`config.mk`:
```
export PLATFORM = sky130hd
export DESIGN_NAME = mylab_ps2_rx
export DESIGN_NICKNAME = d
export VERILOG_FILES = /design/src/rtl/mylab_ps2_rx.sv
export SDC_FILE = /design/constraint.sdc
export NUM_CORES = 1
export LEC_CHECK = 0
export ABC_AREA = 1
export CORE_UTILIZATION = 49
export CTS_BUF_LIST = sky130_fd_sc_hd__clkbuf_8
export DETAILED_ROUTE_END_ITERATION = 16
export GPL_TIMING_DRIVEN = 0
export PLACE_DENSITY = 0.67
export SYNTH_ARGS = -nofsm -noshare
export SYNTH_HDL_FRONTEND = slang
export SYNTH_SLANG_ARGS = --single-unit
```
`constraint.sdc`:
```
create_clock -name clk -period 3.7 [get_ports clk]
set_input_delay 0.925 -clock clk [delete_from_list [all_inputs] [get_ports clk]]
set_output_delay 0.925 -clock clk [all_outputs]
set_load 0.05 [all_outputs]
```
`src/rtl/mylab_ps2_rx.sv`:
```
// PS/2 keyboard receiver: synchronizes the raw PS/2 lines, deframes 11-bit frames,
// checks odd parity and stop bit, and decodes hex-digit make codes for a char display.
module mylab_ps2_rx #(
  parameter int TIMEOUT_CYCLES = 50000
) (
  input  logic       clk,
  input  logic       reset,
  input  logic       kb_clock,
  input  logic       data,
  output logic [3:0] char,
  output logic       char_valid,
  output logic [7:0] scan_code,
  output logic       frame_err
);

  localparam int TW = $clog2(TIMEOUT_CYCLES + 1);

  typedef enum logic [1:0] {IDLE, DATA, PARITY, STOP} state_t;

  state_t        state, state_nxt;
  logic [1:0]    kb_sync, dat_sync;
  logic          kb_prev;
  logic [2:0]    bit_cnt;
  logic [7:0]    shreg;
  logic          par_bit;
  logic [TW-1:0] to_cnt;
  logic          break_pending;

  logic          fall, din, timeout, frame_done, frame_ok;
  logic [4:0]    key;

  // {mapped, hex value} for the make codes of 0-9 and A-F
  function automatic logic [4:0] key_map(input logic [7:0] code);
    case (code)
      8'h45: key_map = 5'h10;
      8'h16: key_map = 5'h11;
      8'h1E: key_map = 5'h12;
      8'h26: key_map = 5'h13;
      8'h25: key_map = 5'h14;
      8'h2E: key_map = 5'h15;
      8'h36: key_map = 5'h16;
      8'h3D: key_map = 5'h17;
      8'h3E: key_map = 5'h18;
      8'h46: key_map = 5'h19;
      8'h1C: key_map = 5'h1A;
      8'h32: key_map = 5'h1B;
      8'h21: key_map = 5'h1C;
      8'h23: key_map = 5'h1D;
      8'h24: key_map = 5'h1E;
      8'h2B: key_map = 5'h1F;
      default: key_map = 5'h00;
    endcase
  endfunction

  assign fall     = kb_prev & ~kb_sync[1];
  assign din      = dat_sync[1];
  // an edge in the same cycle as the limit keeps the frame alive
  assign timeout  = (state != IDLE) && !fall && (to_cnt == TW'(TIMEOUT_CYCLES));
  assign frame_ok = (^{shreg, par_bit}) & din;
  assign key      = key_map(shreg);

  always_comb begin
    state_nxt  = state;
    frame_done = 1'b0;
    case (state)
      IDLE:   if (fall && !din) state_nxt = DATA;
      DATA:   if (fall && bit_cnt == 3'd7) state_nxt = PARITY;
      PARITY: if (fall) state_nxt = STOP;
      STOP:   if (fall) begin
                state_nxt  = IDLE;
                frame_done = 1'b1;
              end
      default: state_nxt = IDLE;
    endcase
    if (timeout) state_nxt = IDLE;
  end

  always_ff @(posedge clk or posedge reset) begin
    if (reset) begin
      kb_sync  <= 2'b11;
      dat_sync <= 2'b11;
      kb_prev  <= 1'b1;
      state    <= IDLE;
      bit_cnt  <= '0;
      shreg    <= '0;
      par_bit  <= 1'b0;
      to_cnt   <= '0;
    end else begin
      kb_sync  <= {kb_sync[0], kb_clock};
      dat_sync <= {dat_sync[0], data};
      kb_prev  <= kb_sync[1];
      state    <= state_nxt;
      if (state == IDLE) bit_cnt <= '0;
      else if (state == DATA && fall) bit_cnt <= bit_cnt + 3'd1;
      if (state == DATA && fall) shreg <= {din, shreg[7:1]};
      if (state == PARITY && fall) par_bit <= din;
      if (state == IDLE || fall || timeout) to_cnt <= '0;
      else to_cnt <= to_cnt + 1'b1;
    end
  end

  always_ff @(posedge clk or posedge reset) begin
    if (reset) begin
      char          <= '0;
      char_valid    <= 1'b0;
      scan_code     <= '0;
      frame_err     <= 1'b0;
      break_pending <= 1'b0;
    end else begin
      char_valid <= 1'b0;
      frame_err  <= timeout;
      if (frame_done) begin
        if (frame_ok) begin
          scan_code <= shreg;
          if (shreg == 8'hF0) break_pending <= 1'b1;
          else if (shreg != 8'hE0) begin
            if (break_pending) break_pending <= 1'b0;
            else if (key[4]) begin
              char       <= key[3:0];
              char_valid <= 1'b1;
            end
          end
        end else begin
          frame_err <= 1'b1;
        end
      end
    end
  end

endmodule

```
# Yosys cells after proc, flatten, opt, wreduce, memory -nomap -nowiden
# Index checks and enable logic that the tools add are counted.
[totals]
regBits = 50
[op_classes]
add_sub_neg = 2
n_eq_ne = 27
n_mux = 22
bitwise_logic = 5
reduce_logical = 19
[ops]
columns = ["operator", "n"]
rows = [
  ["$eq A8 B6 Y1 const B", 11],
  ["$pmux W5 S16", 1],
  ["$eq A8 B5 Y1 const B", 3],
  ["$add A16 B1 Y16 const B", 1],
  ["$eq A16 B16 Y1 const B", 1],
  ["$eq A8 B7 Y1 const B", 2],
  ["$mux W16", 1],
  ["$mux W1", 12],
  ["$ne A3 B3 Y1 const B", 4],
  ["$mux W2", 5],
  ["$reduce_xor A9 Y1", 1],
  ["$eq A8 B8 Y1 const B", 1],
  ["$ne A8 B8 Y1 const B", 1],
  ["$pmux W2 S4", 1],
  ["$logic_and A1 B1 Y1", 6],
  ["$mux W3", 2],
  ["$reduce_and A6 Y1", 1],
  ["$reduce_bool A2 Y1", 3],
  ["$eq A2 B2 Y1 const B", 2],
  ["$reduce_and A4 Y1", 1],
  ["$add A3 B1 Y3 const B", 1],
  ["$eq A3 B3 Y1 const B", 1],
  ["$not A1 Y1", 3],
  ["$reduce_and A3 Y1", 1],
  ["6 further kinds", 9],
]

# Depth between registers and ports, before layout
[logic_depth]
ltp_word = 8
ltp_mapped = 14
depth_no_buf = 12

# Worst setup path before layout
# OpenSTA, ideal clock, no wires.
[synth_timing]
path_type = "reg2reg"
startpoint = "register to_cnt[0]"
endpoint = "register to_cnt[14]"
setup_time_ns = 0.121
arrival_ns = 1.538
required_ns = 3.579
slack_ns = 2.042
path_stages_with_launch = 11
path_buffers = 0
synth_period_minus_slack_ns = 1.658
path_cell_list = "dfrtp_1 ha_1 nand3_1 nor2_1 nand2_1 nor3_1 nand2_1 nor2_1 inv_1 o21bai_1 nor2_1"
[synth_via]
elab_chain_cells = 4
word_cells_on_any_way = 5
[synth_lines]
columns = ["item", "line", "text"]
rows = [
  ["start, declared", "26", "logic [TW-1:0] to_cnt;"],
  ["start signal, assigned", "98", "else to_cnt <= to_cnt + 1'b1;"],
  ["branches (longest 3 deep; another with $add A16 B1 Y16)", "n/a", ""],
  ["$mux W16 (*)", "97", "if (state == IDLE || fall || timeout) to_cnt <= '0;"],
]
# Mark *: on every way between the ends.
# A chain may end at the register's enable or synchronous reset.

# Final worst setup path
[layout_timing]
startpoint = "register scan_code[0]"
endpoint = "output scan_code[0]"
[layout_lines]
columns = ["item", "line", "text"]
rows = [
  ["start, declared", "12", "output logic [7:0] scan_code,"],
  ["start signal, assigned", "114", "scan_code <= shreg;"],
]
# No word-level cell between the ends.

==> out/qor.txt <==
TritonCTS Buffers: 5
post-synth top area cell: dfrtp_1
RSZ-0062 raised after global routing: no
CTS resizes: 0
crit path time final: 2414 ps
Peak Freq: 0.4142 GHz
Yosys cell types: 33
share of layout cells above drive strength 1: 0.09536
power per cell area: 559.0 mW/mm^2
syn avg cell area: 7.677 um^2
peak supply drop: 0.3550 mV
Slew headroom: 0.6676
largest net degree at the start of global routing: 36
drt drc: 0
Initial Util: 0.5078
Critical path buffers and inverters: 1
CP Capture Point: scan_code[0]
wire per inst: 11.92 um
Slew Limit Fails: 0
total gr overflow: 0
FF-to-FF path depth: 10
sequential area share after synthesis: 0.4525
clock root cell: clkbuf_8
Clock transition at path regs: 90 ps
FP Rows: 27
Critical Path Stages: 1
Vias per Instance: 5.083
Worst setup SP type: flip-flop
Crit path max-delay family: buffers and inverters
initial antenna violation count: 0
Reg-to-Reg End: to_cnt[14]$_DFF_PP0_
# Max-Cap Violations: 0
gpl congestion: 0.9608
period utilization: 0.6525
Reg2Reg Launch Point: to_cnt[0]$_DFF_PP0_
Detailed Place HPWL: 4167 um
via count: 2338
Setup crit end kind: primary output
core area: 0.005473 mm^2
Port Buf Inserts: 17
top cell type's share of synthesized area: 0.4052
Max H-tree Level: 2
later-pin clock latency in the skew report: 300 ps
post-synthesis cell area: 0.002779 mm^2
post-cts hold buffer count: 0
Post-CTS Setup Repair Bufs: 0
Post-synth EDFFs: 0
Final Setup Violations: 0
Critical Path RT: 2770 ps
Clock Sink Count: 50
Area Overhead vs Synth: 13.37%
Leakage Power: 1.562 nW
die width: 77.31 um
status: finished clean
die height: 77.31 um
drt pass-1 iters: 4
num ports: 18
Worst Max-Slew Pin Slew: 497.0 ps
asr flop ratio synth: 1.000
worst path cell trace: clkdlybuf4s50_1
Fin Hold WS: 362.3 ps
die area: 0.005976 mm^2
GRT Overall Usage: 0.2106
final hold vios: 0
ant diodes: 0
Top FF cell, synth: dfrtp_1
first-pass GRT wire length: 9949 um
TritonCTS clock tree: done
CP max stage delay: 810 ps
start point of the critical path: scan_code[0]$_DFFE_PP0P_
Yosys Warn Count: 0
crit path kind: reg -> out
Multi-input gate area: 0.001285 mm^2
worst hold path class: reg -> reg
Gate Count Post-Synth: 362
Layout Nets: 399
Fill cells: 535
ranking of synthesized cells by area: dfrtp_1, nand2_1, nor2_1
Clock Skew: 7.666 ps
maximum root-to-sink buffer count: 2
Worst R2R Setup Slack: 1750 ps
setup TNS: 0 ps
WP data arrival: 1490 ps
Syn Nets: 374
Seq. cell area: 0.001257 mm^2
Post-DRT Antenna Nets: 0
largest fanout on the critical path: 2
#FFs+latches synth: 50
Detailed Route WL: 5485 um
initial DRC count: 120
vias in the first global route: 2256
Slowest cell on crit path: clkdlybuf4s50_1
[how the worst min path moves through the flow]
stage,depth (start not counted),endpoint,from,slack [ps]
after floorplan,0,dat_sync[1]$_DFF_PP1_,dat_sync[0]$_DFF_PP1_,350
after global placement,0,kb_sync[1]$_DFF_PP1_,kb_sync[0]$_DFF_PP1_,350
after detailed placement,0,dat_sync[1]$_DFF_PP1_,dat_sync[0]$_DFF_PP1_,350
after CTS,0,dat_sync[1]$_DFF_PP1_,dat_sync[0]$_DFF_PP1_,360
after global routing,0,kb_sync[1]$_DFF_PP1_,kb_sync[0]$_DFF_PP1_,370
final,0,dat_sync[1]$_DFF_PP1_,dat_sync[0]$_DFF_PP1_,360
[per-stage QoR]
stage	worst slack, ps	area [um^2]	utilization	std cells	power, W
3_5_place_dp	1609	3059	0.5590	452	0.001447
6_report	1286	3151	0.5757	460	0.001761
2_1_floorplan	1582	2779	-	362	0.001273
3_3_place_gp	597.0	3039	0.5553	451	0.001430
5_1_grt	1232	3151	0.5757	460	0.001923
4_1_cts	1261	3151	0.5757	460	0.001779
[flip-flops by register name, summed over array words and instances, names as in the netlist]
register / count
bit_cnt: 3
break_pending: 1
char: 4
char_valid: 1
dat_sync: 2
frame_err: 1
kb_prev: 1
kb_sync: 2
par_bit: 1
scan_code: 8
shreg: 8
state: 2
to_cnt: 16
[Yosys cell counts, types with 4 or more instances]
master / n
dfstp_2: 5
nand3_1: 19
inv_1: 46
nor2_1: 48
nand3_2: 4
nand4_1: 10
nand2_1: 102
a21oi_1: 5
nor4_1: 5
o21ai_2: 8
ha_1: 8
nor3_1: 7
dfrtp_1: 45
nor3b_1: 4
o21ai_0: 19
[worst register-to-register path, stage by stage (launching register included)]
cell      delay, ps
dfrtp_1         410
ha_1            210
nand3_1         110
nor2_1          180
nand2_1         110
nor3_1          200
nand2_1         130
nor2_1          240
inv_1            70
o21bai_1        130
nor2_1           50
[routing by layer]
layer  part of all wire  track usage  vias to the layer above
li1                   -            -                     1217
met1               0.48       0.2798                     1064
met2               0.46       0.3425                       48
met3              0.042      0.03929                        9
met4              0.019      0.07358                        0
met5                  0            0                        -
[area by class of cell]
type                       count  share of cell area
clock buffer                   6             0.02621
inverter                      49             0.05917
tap                           72             0.02859
multi-input combinational    257              0.4079
clock inverter                 2            0.002780
timing repair buffer          18             0.06037
sequential                    50              0.3991
buffer                         6             0.01589
[power breakdown]
group | total (W) | switching [W] | internal (W)
logic | 0.000721 | 0.000478 | 0.000242
registers | 0.000716 | 0.0000843 | 0.000632
clock network | 0.000324 | 0.000176 | 0.000148
total | 0.00176 | 0.000739 | 0.00102
[layout by cell type (no fill, tap or decap), drive strengths merged]
cell type      Yosys  layout
nor3               7       7
clkinv             0       1
inv               49      50
a31oi              1       1
nand3             23      23
o21ai             28      28
or3                1       1
ha                 8       8
nand4             10      10
buf                3       4
dfrtp             45      45
o21bai             1       1
xor2               2       2
nand2            105     105
clkdlybuf4s50      0      17
a211oi             1       1
nor3b              4       4
nand3b             1       1
o31ai              2       2
nor2              49      49
dfstp              5       5
a21oi              6       6
xnor2              3       3
nor4               5       5
clkbuf             3       9
[cell families (layout without fill, tap and decap cells)]
family                     count (synthesis)  count (layout)  share of synthesized area
and+or+nand+nor                          205             205                     0.3242
xor gates and xnor gates                   5               5                    0.01576
adders and majority gates                  8               8                    0.03602
AOI/OAI and AO/OA                         39              39                    0.08645
DFF                                       50              50                     0.4525
buffers and inverters                     55              81                    0.08510
(Power assumes the default switching activity.)
